===== src/rtl/spi_reg_bank_pkg.sv =====
`default_nettype none
// +--------------------------------------------------------------------------+
// | spi_pkg : shared types and helpers for the SPI register bank             |
// | Rev 1.0 - initial release                                                |
// +--------------------------------------------------------------------------+
package spi_pkg;

    typedef enum logic [1:0] {
        IDLE = 2'd0,
        ADDR = 2'd1,
        DATA = 2'd2
    } spi_state_t;

    localparam logic RW_WRITE = 1'b1;

    // Frame is {rw, addr, data}
    function automatic int frame_len(input int addr_w, input int data_w);
        return 1 + addr_w + data_w;
    endfunction

endpackage
`default_nettype wire


===== src/rtl/spi_sync.sv =====
`default_nettype none
// +--------------------------------------------------------------------------+
// | spi_sync : parametrised-depth single-bit synchroniser into m_clk         |
// | Rev 1.0 - initial release                                                |
// +--------------------------------------------------------------------------+
module spi_sync #(
    parameter int STAGES = 2
) (
    input  logic clk,
    input  logic rst_n,
    input  logic i_d,
    output logic o_q
);

    logic [STAGES-1:0] r_sync;

    always_ff @(posedge clk or negedge rst_n) begin
        if (!rst_n) begin
            r_sync <= '0;
        end else begin
            r_sync <= {r_sync[STAGES-2:0], i_d};
        end
    end

    assign o_q = r_sync[STAGES-1];

endmodule
`default_nettype wire


===== src/rtl/spi_reg_bank.sv =====
`default_nettype none
// +--------------------------------------------------------------------------+
// | spi_reg_bank : SPI mode-0 peripheral with a read/write register bank     |
// | Rev 1.0 - initial release                                                |
// +--------------------------------------------------------------------------+
module spi_reg_bank
    import spi_pkg::*;
#(
    parameter int NUM_REGS = 5,
    parameter int ADDR_W   = 7,
    parameter int DATA_W   = 8,
    parameter int SYNC_STG = 2
) (
    input  logic                       m_clk,
    input  logic                       rst_n,
    input  logic                       s_clk,
    input  logic                       cs,
    input  logic                       mosi,
    output logic                       miso,
    output logic                       miso_oe,
    output logic [NUM_REGS*DATA_W-1:0] regs,
    output logic                       wr_stb,
    output logic [ADDR_W-1:0]          wr_addr,
    output logic [7:0]                 err_cnt
);

    localparam int c_frame_len = frame_len(ADDR_W, DATA_W);
    localparam int c_hdr_len   = 1 + ADDR_W;
    localparam int c_cnt_w     = $clog2(c_frame_len + 2);

    localparam logic [c_cnt_w-1:0] c_cnt_full   = c_cnt_w'(c_frame_len);
    localparam logic [c_cnt_w-1:0] c_cnt_sat    = c_cnt_w'(c_frame_len + 1);
    localparam logic [c_cnt_w-1:0] c_cnt_hdr    = c_cnt_w'(c_hdr_len);
    localparam logic [c_cnt_w-1:0] c_cnt_hdr_m1 = c_cnt_w'(c_hdr_len - 1);

    // Reset: asserts asynchronously, releases on m_clk
    logic [1:0] r_rst_sync;
    logic       w_rst_n;

    always_ff @(posedge m_clk or negedge rst_n) begin
        if (!rst_n) begin
            r_rst_sync <= 2'b00;
        end else begin
            r_rst_sync <= {r_rst_sync[0], 1'b1};
        end
    end

    assign w_rst_n = r_rst_sync[1];

    logic w_sclk_s;
    logic w_cs_s;
    logic w_mosi_s;

    spi_sync #(.STAGES(SYNC_STG)) u_sync_sclk (
        .clk   (m_clk),
        .rst_n (w_rst_n),
        .i_d   (s_clk),
        .o_q   (w_sclk_s)
    );

    spi_sync #(.STAGES(SYNC_STG)) u_sync_cs (
        .clk   (m_clk),
        .rst_n (w_rst_n),
        .i_d   (cs),
        .o_q   (w_cs_s)
    );

    spi_sync #(.STAGES(SYNC_STG)) u_sync_mosi (
        .clk   (m_clk),
        .rst_n (w_rst_n),
        .i_d   (mosi),
        .o_q   (w_mosi_s)
    );

    // cs history resets low so a reset released mid-frame never sees a cs_fall
    logic r_sclk_d;
    logic r_cs_d;

    always_ff @(posedge m_clk or negedge w_rst_n) begin
        if (!w_rst_n) begin
            r_sclk_d <= 1'b0;
            r_cs_d   <= 1'b0;
        end else begin
            r_sclk_d <= w_sclk_s;
            r_cs_d   <= w_cs_s;
        end
    end

    logic w_sclk_rise;
    logic w_sclk_fall;
    logic w_cs_rise;
    logic w_cs_fall;

    assign w_sclk_rise =  w_sclk_s & ~r_sclk_d;
    assign w_sclk_fall = ~w_sclk_s &  r_sclk_d;
    assign w_cs_rise   =  w_cs_s   & ~r_cs_d;
    assign w_cs_fall   = ~w_cs_s   &  r_cs_d;

    spi_state_t               r_state;
    logic [c_cnt_w-1:0]       r_cnt;
    logic [c_frame_len-1:0]   r_shift;
    logic                     r_rw;
    logic [ADDR_W-1:0]        r_addr;
    logic                     r_miso;
    logic                     r_miso_oe;
    logic                     r_wr_stb;
    logic [ADDR_W-1:0]        r_wr_addr;
    logic [7:0]               r_err;
    logic [DATA_W-1:0]        r_bank [NUM_REGS];

    logic [c_frame_len-1:0]   w_shift_in;
    logic [c_frame_len-1:0]   w_shift_out;
    logic [ADDR_W:0]          w_hdr;
    logic [DATA_W-1:0]        w_rd_data;
    logic                     w_addr_ok;
    logic                     w_commit;

    assign w_shift_in  = {r_shift[c_frame_len-2:0], w_mosi_s};
    assign w_shift_out = r_shift << 1;
    // Header as it stands once the current sclk_rise bit is included
    assign w_hdr       = {r_shift[ADDR_W-1:0], w_mosi_s};
    assign w_addr_ok   = 32'(r_addr) < 32'(NUM_REGS);
    assign w_commit    = w_cs_rise && (r_state != IDLE) && (r_cnt == c_cnt_full)
                         && (r_rw == RW_WRITE) && w_addr_ok;

    always_comb begin
        w_rd_data = '0;
        for (int i = 0; i < NUM_REGS; i++) begin
            if (w_hdr[ADDR_W-1:0] == ADDR_W'(i)) begin
                w_rd_data = r_bank[i];
            end
        end
    end

    always_ff @(posedge m_clk or negedge w_rst_n) begin
        if (!w_rst_n) begin
            r_state   <= IDLE;
            r_cnt     <= '0;
            r_shift   <= '0;
            r_rw      <= 1'b0;
            r_addr    <= '0;
            r_miso    <= 1'b0;
            r_miso_oe <= 1'b0;
            r_wr_stb  <= 1'b0;
            r_wr_addr <= '0;
            r_err     <= 8'h00;
        end else begin
            r_wr_stb <= 1'b0;
            if (w_cs_rise) begin
                r_state   <= IDLE;
                r_cnt     <= '0;
                r_shift   <= '0;
                r_miso    <= 1'b0;
                r_miso_oe <= 1'b0;
                if (r_state != IDLE) begin
                    if (w_commit) begin
                        r_wr_stb  <= 1'b1;
                        r_wr_addr <= r_addr;
                    end else if (r_cnt != c_cnt_full && r_err != 8'hFF) begin
                        r_err <= r_err + 8'd1;
                    end
                end
            end else if (w_cs_fall) begin
                r_state   <= ADDR;
                r_cnt     <= '0;
                r_shift   <= '0;
                r_miso    <= 1'b0;
                r_miso_oe <= 1'b0;
            end else begin
                case (r_state)
                    ADDR: begin
                        if (w_sclk_rise) begin
                            r_shift <= w_shift_in;
                            r_cnt   <= r_cnt + 1'b1;
                            if (r_cnt == c_cnt_hdr_m1) begin
                                r_state <= DATA;
                                r_rw    <= w_hdr[ADDR_W];
                                r_addr  <= w_hdr[ADDR_W-1:0];
                                if (w_hdr[ADDR_W] != RW_WRITE) begin
                                    r_shift   <= {w_hdr, w_rd_data};
                                    r_miso    <= w_rd_data[DATA_W-1];
                                    r_miso_oe <= 1'b1;
                                end
                            end
                        end
                    end
                    DATA: begin
                        if (w_sclk_rise) begin
                            if (r_cnt < c_cnt_full && r_rw == RW_WRITE) begin
                                r_shift <= w_shift_in;
                            end
                            if (r_cnt != c_cnt_sat) begin
                                r_cnt <= r_cnt + 1'b1;
                            end
                        // The fall right after the header must keep the MSB on the pin
                        end else if (w_sclk_fall && r_rw != RW_WRITE && r_cnt > c_cnt_hdr) begin
                            r_shift <= w_shift_out;
                            r_miso  <= w_shift_out[DATA_W-1];
                        end
                    end
                    default: begin
                    end
                endcase
            end
        end
    end

    always_ff @(posedge m_clk or negedge w_rst_n) begin
        if (!w_rst_n) begin
            for (int i = 0; i < NUM_REGS; i++) begin
                r_bank[i] <= '0;
            end
        end else if (w_commit) begin
            for (int i = 0; i < NUM_REGS; i++) begin
                if (r_addr == ADDR_W'(i)) begin
                    r_bank[i] <= r_shift[DATA_W-1:0];
                end
            end
        end
    end

    for (genvar gi = 0; gi < NUM_REGS; gi++) begin : g_flat
        assign regs[gi*DATA_W +: DATA_W] = r_bank[gi];
    end

    assign miso    = r_miso;
    assign miso_oe = r_miso_oe;
    assign wr_stb  = r_wr_stb;
    assign wr_addr = r_wr_addr;
    assign err_cnt = r_err;

endmodule
`default_nettype wire


===== config.mk =====
export PLATFORM = sky130hd
export DESIGN_NAME = spi_reg_bank
export DESIGN_NICKNAME = d
export VERILOG_FILES = /design/src/rtl/spi_reg_bank_pkg.sv /design/src/rtl/spi_sync.sv /design/src/rtl/spi_reg_bank.sv
export SDC_FILE = /design/constraint.sdc
export NUM_CORES = 1
export LEC_CHECK = 0
export ABC_AREA = 1
export CORE_MARGIN = 4
export CORE_UTILIZATION = 45
export DETAILED_ROUTE_END_ITERATION = 7
export PLACE_DENSITY = 0.69
export SLEW_MARGIN = 20
export SYNTH_ARGS = -nofsm -noshare
export SYNTH_HDL_FRONTEND = slang
export SYNTH_SLANG_ARGS = --single-unit

===== constraint.sdc =====
create_clock -name m_clk -period 3.3 [get_ports m_clk]
set_input_delay 0.66 -clock m_clk [delete_from_list [all_inputs] [get_ports m_clk]]
set_output_delay 0.66 -clock m_clk [all_outputs]
set_load 0.01 [all_outputs]

# After elaboration in Yosys (flattened, before gate mapping)
# Cells that the tools add are included.
# totals
inputBits	5
reg_bits	91
elab_cells	133
# op_classes
bitwise_logic	12
n_lt_le_gt_ge	3
addsub	2
mux	42
n_reduce_logical	28
eq_ne	25
# op_table
op	n
8-bit 2-to-1 mux	13
7-bit by 2-bit equality test with 1-bit output, second input constant	4
4-bit != test, second input constant	7
5-bit 2-to-1 mux	5
5-bit != test, second input constant	4
1-bit 2-to-1 mux	16
8-bit case mux with 2 select lines	1
4-bit AND reduction	4
7-bit by 1-bit equality test with 1-bit output, second input constant	2
7-bit by 3-bit equality test with 1-bit output, second input constant	2
7-bit zero test	2
2-bit 2-to-1 mux	5
5-bit case mux with 2 select lines	1
2-bit AND reduction	5
3-bit nonzero test	3
8-bit by 1-bit adder with 8-bit output, second input constant	1
1-bit logical AND	8
8-bit != test, second input constant	1
1-bit inverter	8
7-bit by 3-bit less-than comparator with 1-bit output, second input constant	1
3-bit AND reduction	2
6-bit AND reduction	1
5-bit by 1-bit adder with 5-bit output, second input constant	1
5-bit by 3-bit equality test with 1-bit output, second input constant	1
other kinds (11)	14

# Depth between registers and ports, before layout
# Gate-level depths: netlist of run 1.
# logic_depth
ltp_word	12
ltp_mapped	11
depth_no_buf	11

# Cells and area by module
# From an unflattened synthesis of run 1, not the netlist that was laid out.
# hier_totals
hier_cells	507
hier_area_um2	4299.1
# by_module_without_submodules
module	seq_area_each_um2	cells_each	area_per_inst_um2	n_inst
spi_reg_bank	2127.0	501	4149.0	1
spi_sync	50.0	2	50.0	3

# Least setup slack after synthesis of run 1
# Ideal clock, no wire load.
# synth_timing
path_kind	reg2reg
start	reg r_cnt[0]
end	reg r_bank (netlist bit regs[39])
slack_ps	1552
t_arrival_ps	1627
stages_incl_launch_ff	9
n_path_buf	1
t_required_ps	3179
cell_sequence	dfrtp_1 > inv_1 > ha_1 > nand3_4 > nor4_4 > nand2_2 > buf_6 > nand2_2 > o21ai_2
# synth_via
elab_chain_len	5
# synth_rtl
element	line_no	source
start: declaration	spi_reg_bank.sv:100	logic [c_cnt_w-1:0] r_cnt;
start signal: assignment	spi_reg_bank.sv:174	r_cnt <= r_cnt + 1'b1;
start signal: assignment	spi_reg_bank.sv:193	r_cnt <= r_cnt + 1'b1;
5-bit equality test	spi_reg_bank.sv:123	assign w_commit = w_cs_rise && (r_state != IDLE) && (r_cnt == c_cnt_full)
1-bit logical AND	spi_reg_bank.sv:123	
1-bit logical AND (2 in a row)	spi_reg_bank.sv:124	&& (r_rw == RW_WRITE) && w_addr_ok;
2-bit AND reduction (no source line)	--	
end signal: indexed assignment	spi_reg_bank.sv:216	r_bank[i] <= r_shift[DATA_W-1:0];
end: declaration	spi_reg_bank.sv:109	logic [DATA_W-1:0] r_bank [NUM_REGS];
# No other way between the ends.
# A chain may end at the register's enable or synchronous reset.

# Final worst setup path of run 1
# layout_timing
start	reg r_cs_d
end	reg r_shift[4]
# layout_via
elab_chain_len	4
word_cells_on_any_way	10
classes_between	eq/ne: 3; mux: 2; bitwise: 3; reduce/logical: 2
# layout_rtl
element	line_no	source
start: declaration	spi_reg_bank.sv:77	logic r_cs_d;
start signal: assignment	spi_reg_bank.sv:85	r_cs_d <= w_cs_s;
1-bit inverter	spi_reg_bank.sv:96	assign w_cs_rise = w_cs_s & ~r_cs_d;
1-bit bitwise AND	spi_reg_bank.sv:96	
5-bit != test (no source line), or another cell as far along	--	
4-bit AND reduction (no source line)	--	
end signal: assignment	spi_reg_bank.sv:173	r_shift <= w_shift_in;
end signal: assignment	spi_reg_bank.sv:180	r_shift <= {w_hdr, w_rd_data};
end signal: assignment	spi_reg_bank.sv:190	r_shift <= w_shift_in;
end: declaration	spi_reg_bank.sv:101	logic [c_frame_len-1:0] r_shift;
# Parallel ways exist; a longest one is shown, timed or not.

==> results.yml, run 1 <==
yosys:
  syn_nets: 500
  synthDistinctLibCells: 31
  synth_area_leader_cell: "dfrtp_1"
  yosys_warnings: 0
  ys_seq_area_frac: 0.536
  synth.top_cell.area_share: 0.536
  synthesis.instances: 486
  synth.area.top_cells: "dfrtp_1 (54%), nand2_1 (10%), nand3_1 (6.7%)"
  avgSynthCellArea_um2: 8.75
  ys_ff_latch: 91
  syn-cell-area_um2: 4250
detailed_routing:
  wire_per_inst_um: 15.7
  vias: 3602
  dr.first_iter.drc_count: 293
  wirelength_mm: 10.4
  drt_pass1_iterations: 5
  antenna_left: 0
  viasPerCell: 5.40
  drc_errors: 0
grt:
  grtUsageTotal: 0.196
  grt_overflow_total: 0
  grt_pass1_vias: 3417
  antenna_found_initial: 0
  grt_max_degree: 76
  grt_pass1_wl_mm: 17.3
sta:
  final-hold-violation-count: 0
  final_max_slew_viol_count: 0
  timing_worst_slew_pin_value_ps: 975
  fin_crit_sh: 0.693
  grt_setup_unrepaired: "false"
  fin_skew_ps: 10.9
  maxSlewHeadroom: 0.350
  fin_ws_ps: 1010
  min_period_ps: 2290
  clock.fmax_mhz: 437
  setup_viol: 0
  fin_setup_tns_ps: 0
finish:
  drive_above_1_share: 0.104
  layout.nets: 565
  synthToLayoutAreaGrowth_pct: 21.7
  final_common_cell: "nand2_1"
  fillCellCount: 839
  final_cell_mix: "nand2_1 (117), dfrtp_1 (90), clkdlybuf4s50_1 (62)"
  finish.instance_area_um2: 5170
  diodes: 0
critical_path:
  endpoint_kind: "flop"
  crit_type: "reg2reg"
  cp_cell_sequence: "inv_1, ha_1, nor2_1, nand2_1, o22ai_1, nor2_1, nand2_1, nor2_1, nand2_1, nand2_1"
  timing.reg2reg.setup_slack_ps: 1010
  ff2ff_path_depth: 10
  crit_required_ps: 3550
  startpoint_type: "flop"
  cp_slowest_stage_delay_ps: 380
  rr_startpoint: "r_cs_d$_DFF_PN0_"
  critPathLaunch: "r_cs_d$_DFF_PN0_"
  crit_fanout: 10
  crit_top_cell: "nand2_1"
  r2r-end: "r_shift[4]$_DFFE_PN0P_"
  slowest_stage: "nor2_1"
  worstPathArrival_ps: 2540
  endpoint: "r_shift[4]$_DFFE_PN0P_"
clocking:
  post_cts_buffers: 0
  cts_buffers: 9
  clk_path_buf_depth: 2
  path_clk_slew_ps: 90
  clock_sinks: 91
  ctsRootBufferMaster: "clkbuf_8"
  tritoncts: "built"
  hold_buffers: 0
  htreeDepth: 3
  worstSkewPairLatency_ps: 360
  ctsResizeCount: 0
min_path:
  hp-class: "reg2reg"
placed_design:
  place_congestion: 0.870
  post-dp-hpwl_mm: 7.48
  pre_cts_slack_ps: 1060
  placed_area_um2: 4970
  portBuffers: 62
die:
  start_util: 0.462
  die_x_um: 105
  rows: 35
  die_area_um2: 11100
  io_pins: 63
  core-area_um2: 9200
  die_y_um: 105
outcome:
  status: "complete, no violations"
pwr:
  cellLeakagePower_nw: 2.32
  total_power_mw: 2.41
  peakVddDrop_mv: 0.166
  powerDensity_nw_per_um2: 465
job:
  maxCapViolations: 0
==> cell usage after synthesis (all sizes together) <==
library cell    n
xor2            2
o22ai           1
xnor2           5
o21ai          71
conb            1
nand4           3
nand3b          1
ha              9
nand2         126
mux2            1
a21oi           7
nor4            5
clkbuf          3
dfrtp          91
buf             8
inv            44
nor2           39
nor3            9
or2             1
o21bai          1
nand3          58
==> stage by stage <==
step                      hold WS [ps]  utilization  instances
after global routing               365        0.563        667
final                              353        0.563        667
after CTS                          357        0.563        667
after detailed placement           336        0.541        651
after floorplan                    331            -        486
after global placement             335        0.541        651
==> power by group <==
| group | switching, mW | internal [mW] |
|---|---|---|
| sequential | 0.0765 | 1.17 |
| combinational | 0.260 | 0.134 |
| clock | 0.398 | 0.371 |
==> logic make-up (layout without fill, tap and decap cells) <==
group | count (synthesis) | in the layout | synth area share
flip-flops | 91 | 91 | 0.536
other | 1 | 1 | 0.000882
AO/OA/AOI/OAI | 80 | 80 | 0.109
XOR/XNOR | 7 | 7 | 0.0144
buffers and inverters | 55 | 125 | 0.0539
adder cells (fa/ha/maj) | 9 | 9 | 0.0265
multiplexers | 1 | 1 | 0.00265
AND/OR/NAND/NOR | 242 | 242 | 0.257
==> worst max-delay path, delay by kind of cell, from the launching register on <==
family / cells / cell delay [ps]
adder cells (fa/ha/maj): 1 / 220
AND/OR/NAND/NOR: 7 / 1340
flip-flops: 1 / 360
buffers and inverters: 1 / 50
AO/OA/AOI/OAI: 1 / 220
==> sequential cells by signal (all words and copies together) (netlist names), 5 cells and up <==
| name | count |
|---|---|
| r_shift | 8 |
| err_cnt | 8 |
| r_addr | 7 |
| regs | 40 |
| wr_addr | 7 |
| r_cnt | 5 |
==> area by class of cell <==
| cell class | count | area, µm² | area share |
|---|---|---|---|
| clock buffer | 10 | 138 | 0.0266 |
| clock inverter | 6 | 63.8 | 0.0123 |
| inverter | 44 | 165 | 0.0319 |
| multi-input combinational | 340 | 1740 | 0.337 |
| sequential | 91 | 2280 | 0.441 |
| tap | 111 | 139 | 0.0268 |
| timing repair buffer | 65 | 643 | 0.124 |
==> metal layers <==
metal / share of wire / up-vias / track usage
met3: 0.067 / 15 / 0.0303
li1: - / 1727 / -
met1: 0.45 / 1714 / 0.279
met4: 0.019 / 0 / 0.0769
met2: 0.46 / 146 / 0.299
met5: 0 / - / 0
==> worst min-delay path by stage <==
stage / cells past startpoint / startpoint / to / slack (ps)
6_report: 0 / u_sync_cs.r_sync[0]$_DFF_PN0_ / u_sync_cs.r_sync[1]$_DFF_PN0_ / 350
3_3_place_gp: 0 / r_rst_sync[0]$_DFF_PN0_ / r_rst_sync[1]$_DFF_PN0_ / 330
4_1_cts: 0 / u_sync_cs.r_sync[0]$_DFF_PN0_ / u_sync_cs.r_sync[1]$_DFF_PN0_ / 360
2_1_floorplan: 0 / r_rst_sync[0]$_DFF_PN0_ / r_rst_sync[1]$_DFF_PN0_ / 330
5_1_grt: 0 / u_sync_cs.r_sync[0]$_DFF_PN0_ / u_sync_cs.r_sync[1]$_DFF_PN0_ / 370
3_5_place_dp: 0 / u_sync_sclk.r_sync[0]$_DFF_PN0_ / u_sync_sclk.r_sync[1]$_DFF_PN0_ / 340
Note: power is estimated with default switching activity, not from simulation.
==> run 2: changes to the inputs <==
--- a/config.mk
+++ b/config.mk
@@ -9,7 +9,7 @@
 export CORE_MARGIN = 4
 export CORE_UTILIZATION = 45
 export DETAILED_ROUTE_END_ITERATION = 7
-export PLACE_DENSITY = 0.69
+export PLACE_DENSITY = 0.72
 export SLEW_MARGIN = 20
 export SYNTH_ARGS = -nofsm -noshare
 export SYNTH_HDL_FRONTEND = slang
==> constraint.sdc (replaced) <==
create_clock -name m_clk -period 2.1 [get_ports m_clk]
set_input_delay 0.42 -clock m_clk [delete_from_list [all_inputs] [get_ports m_clk]]
set_output_delay 0.42 -clock m_clk [all_outputs]
set_load 0.01 [all_outputs]
==> run 2 against run 1 <==
Compared with the run above: maximum frequency up 17%; sequential share of layout area down 1.3 points; sequential cell count unchanged; count of clock-buffer cells in the layout down 1; total power up 62%; clock power up 63%; utilization up 1.6 points; global-route usage up 1.3 points; largest power group unchanged.
==> results.yml, run 2 (synthesized netlist as in run 1, its figures left out) <==
finish:
  synthToLayoutAreaGrowth_pct: 25.3
  layout.nets: 579
  final_common_cell: "nand2_1"
  multi_input_area_um2: 1760
  fillCellCount: 812
  final_cell_mix: "nand2_1 (116), dfrtp_1 (90), clkdlybuf4s50_1 (62)"
  largest_reg_flops: 40
  fin_util: 0.579
  diodes: 0
  drive_above_1_share: 0.130
  regArea_um2: 2280
  stdcell_count: 681
die:
  rows: 35
  die_y_um: 105
  io_pins: 63
  start_util: 0.462
  die_area_um2: 11100
  core-area_um2: 9200
  die_x_um: 105
sta:
  min_period_ps: 1960
  grt_setup_unrepaired: "true"
  holdWs_ps: 202
  fin_crit_sh: 0.933
  fin_skew_ps: 12.8
  final-hold-violation-count: 0
  final_max_slew_viol_count: 0
  setup_viol: 0
  fin_ws_ps: 140
  clock.fmax_mhz: 510
placed_design:
  post-dp-hpwl_mm: 7.88
  portBuffers: 62
  place_congestion: 0.942
  placed_cells: 664
  pre_cts_slack_ps: 111
critical_path:
  crit_fanout: 17
  timing.reg2reg.setup_slack_ps: 140
  worstPathArrival_ps: 2210
  crit_required_ps: 2350
  startpoint_type: "flop"
  r2r-end: "regs[36]$_DFFE_PN0P_"
  rr_startpoint: "r_state[0]$_DFFE_PN0P_"
  cp_cell_sequence: "inv_1, ha_1, nor2_1, nand3_1, nor4_4, nand2_2, nand2_1, o21ai_2"
  crit_type: "reg2reg"
  endpoint_kind: "flop"
  slowest_stage: "dfrtp_1"
  ff2ff_path_depth: 8
  cp_slowest_stage_delay_ps: 360
pwr:
  total_power_mw: 3.91
  powerDensity_nw_per_um2: 734
  peakVddDrop_mv: 0.495
  cellLeakagePower_nw: 2.39
grt:
  grtUsageTotal: 0.209
  grt_overflow_total: 0
  grt_pass1_vias: 3610
  grt_pass1_wl_mm: 18.5
  grt_max_degree: 51
  antenna_found_initial: 0
detailed_routing:
  vias: 3679
  dr.first_iter.drc_count: 344
  drt_pass1_iterations: 5
  wire_per_inst_um: 15.9
  wirelength_mm: 10.8
  antenna_left: 0
  viasPerCell: 5.40
  drc_errors: 0
clocking:
  ctsRootBufferMaster: "clkbuf_8"
  clk_path_buf_depth: 2
  cts_buffers: 9
  tritoncts: "built"
  path_clk_slew_ps: 110
  worstSkewPairLatency_ps: 370
  htreeDepth: 3
  clock_sinks: 91
  hold_buffers: 0
min_path:
  hp-class: "reg2async"
job:
  maxCapViolations: 0
outcome:
  status: "complete, no violations"
run 2: area by class of cell:
type,count,area share
Inverter,44,0.0310
Clock buffer,9,0.0233
Clock inverter,7,0.0157
Tap cell,111,0.0261
Multi-Input combinational cell,340,0.330
Sequential cell,91,0.428
Timing Repair Buffer,79,0.145
run 2: critical path: cells and delay by family, from the launching register on:
kind | cells | cell delay, ps
flops | 1 | 360
simple gates | 5 | 1100
fa+ha+maj | 1 | 230
compound gates | 1 | 60
buf+inv | 1 | 80
run 2: how the worst max path moves through the flow:
stage,start,end,depth (start not counted)
6_report,r_state[0]$_DFFE_PN0P_,regs[36]$_DFFE_PN0P_,8
3_3_place_gp,r_cnt[0]$_DFFE_PN0P_,regs[15]$_DFFE_PN0P_,9
5_1_grt,r_cnt[1]$_DFFE_PN0P_,regs[14]$_DFFE_PN0P_,9
4_1_cts,r_cnt[0]$_DFFE_PN0P_,regs[11]$_DFFE_PN0P_,9
2_1_floorplan,r_cnt[0]$_DFFE_PN0P_,regs[39]$_DFFE_PN0P_,8
3_5_place_dp,r_cnt[0]$_DFFE_PN0P_,regs[12]$_DFFE_PN0P_,9
run 2: timing repair:
| action | 4_1_cts | 5_1_grt |
|---|---|---|
| gates resized for setup | 0 | 3 |
| setup endpoints to repair | 0 | 41 |
| buffers inserted | 0 | 1 |
run 2: metal layers:
layer	GRT usage	up-vias	wire length, µm
li1	-	1761	-
met1	0.302	1752	4800
met2	0.327	151	5050
met3	0.0253	15	791
met4	0.0684	0	169
met5	0	-	0
run 2: stage by stage:
step,instance area [µm²],setup TNS (ps)
6_report,5330,0
3_3_place_gp,5090,0
2_1_floorplan,4250,0
5_1_grt,5330,-859
4_1_cts,5300,0
3_5_place_dp,5090,0
run 2: power by group:
group	switching, mW	internal (mW)	total [mW]	leakage (nW)
sequential	0.101	1.84	1.94	1.24
clock	0.683	0.571	1.25	0.0959
combinational	0.448	0.267	0.715	1.06
total	1.23	2.67	3.91	2.39
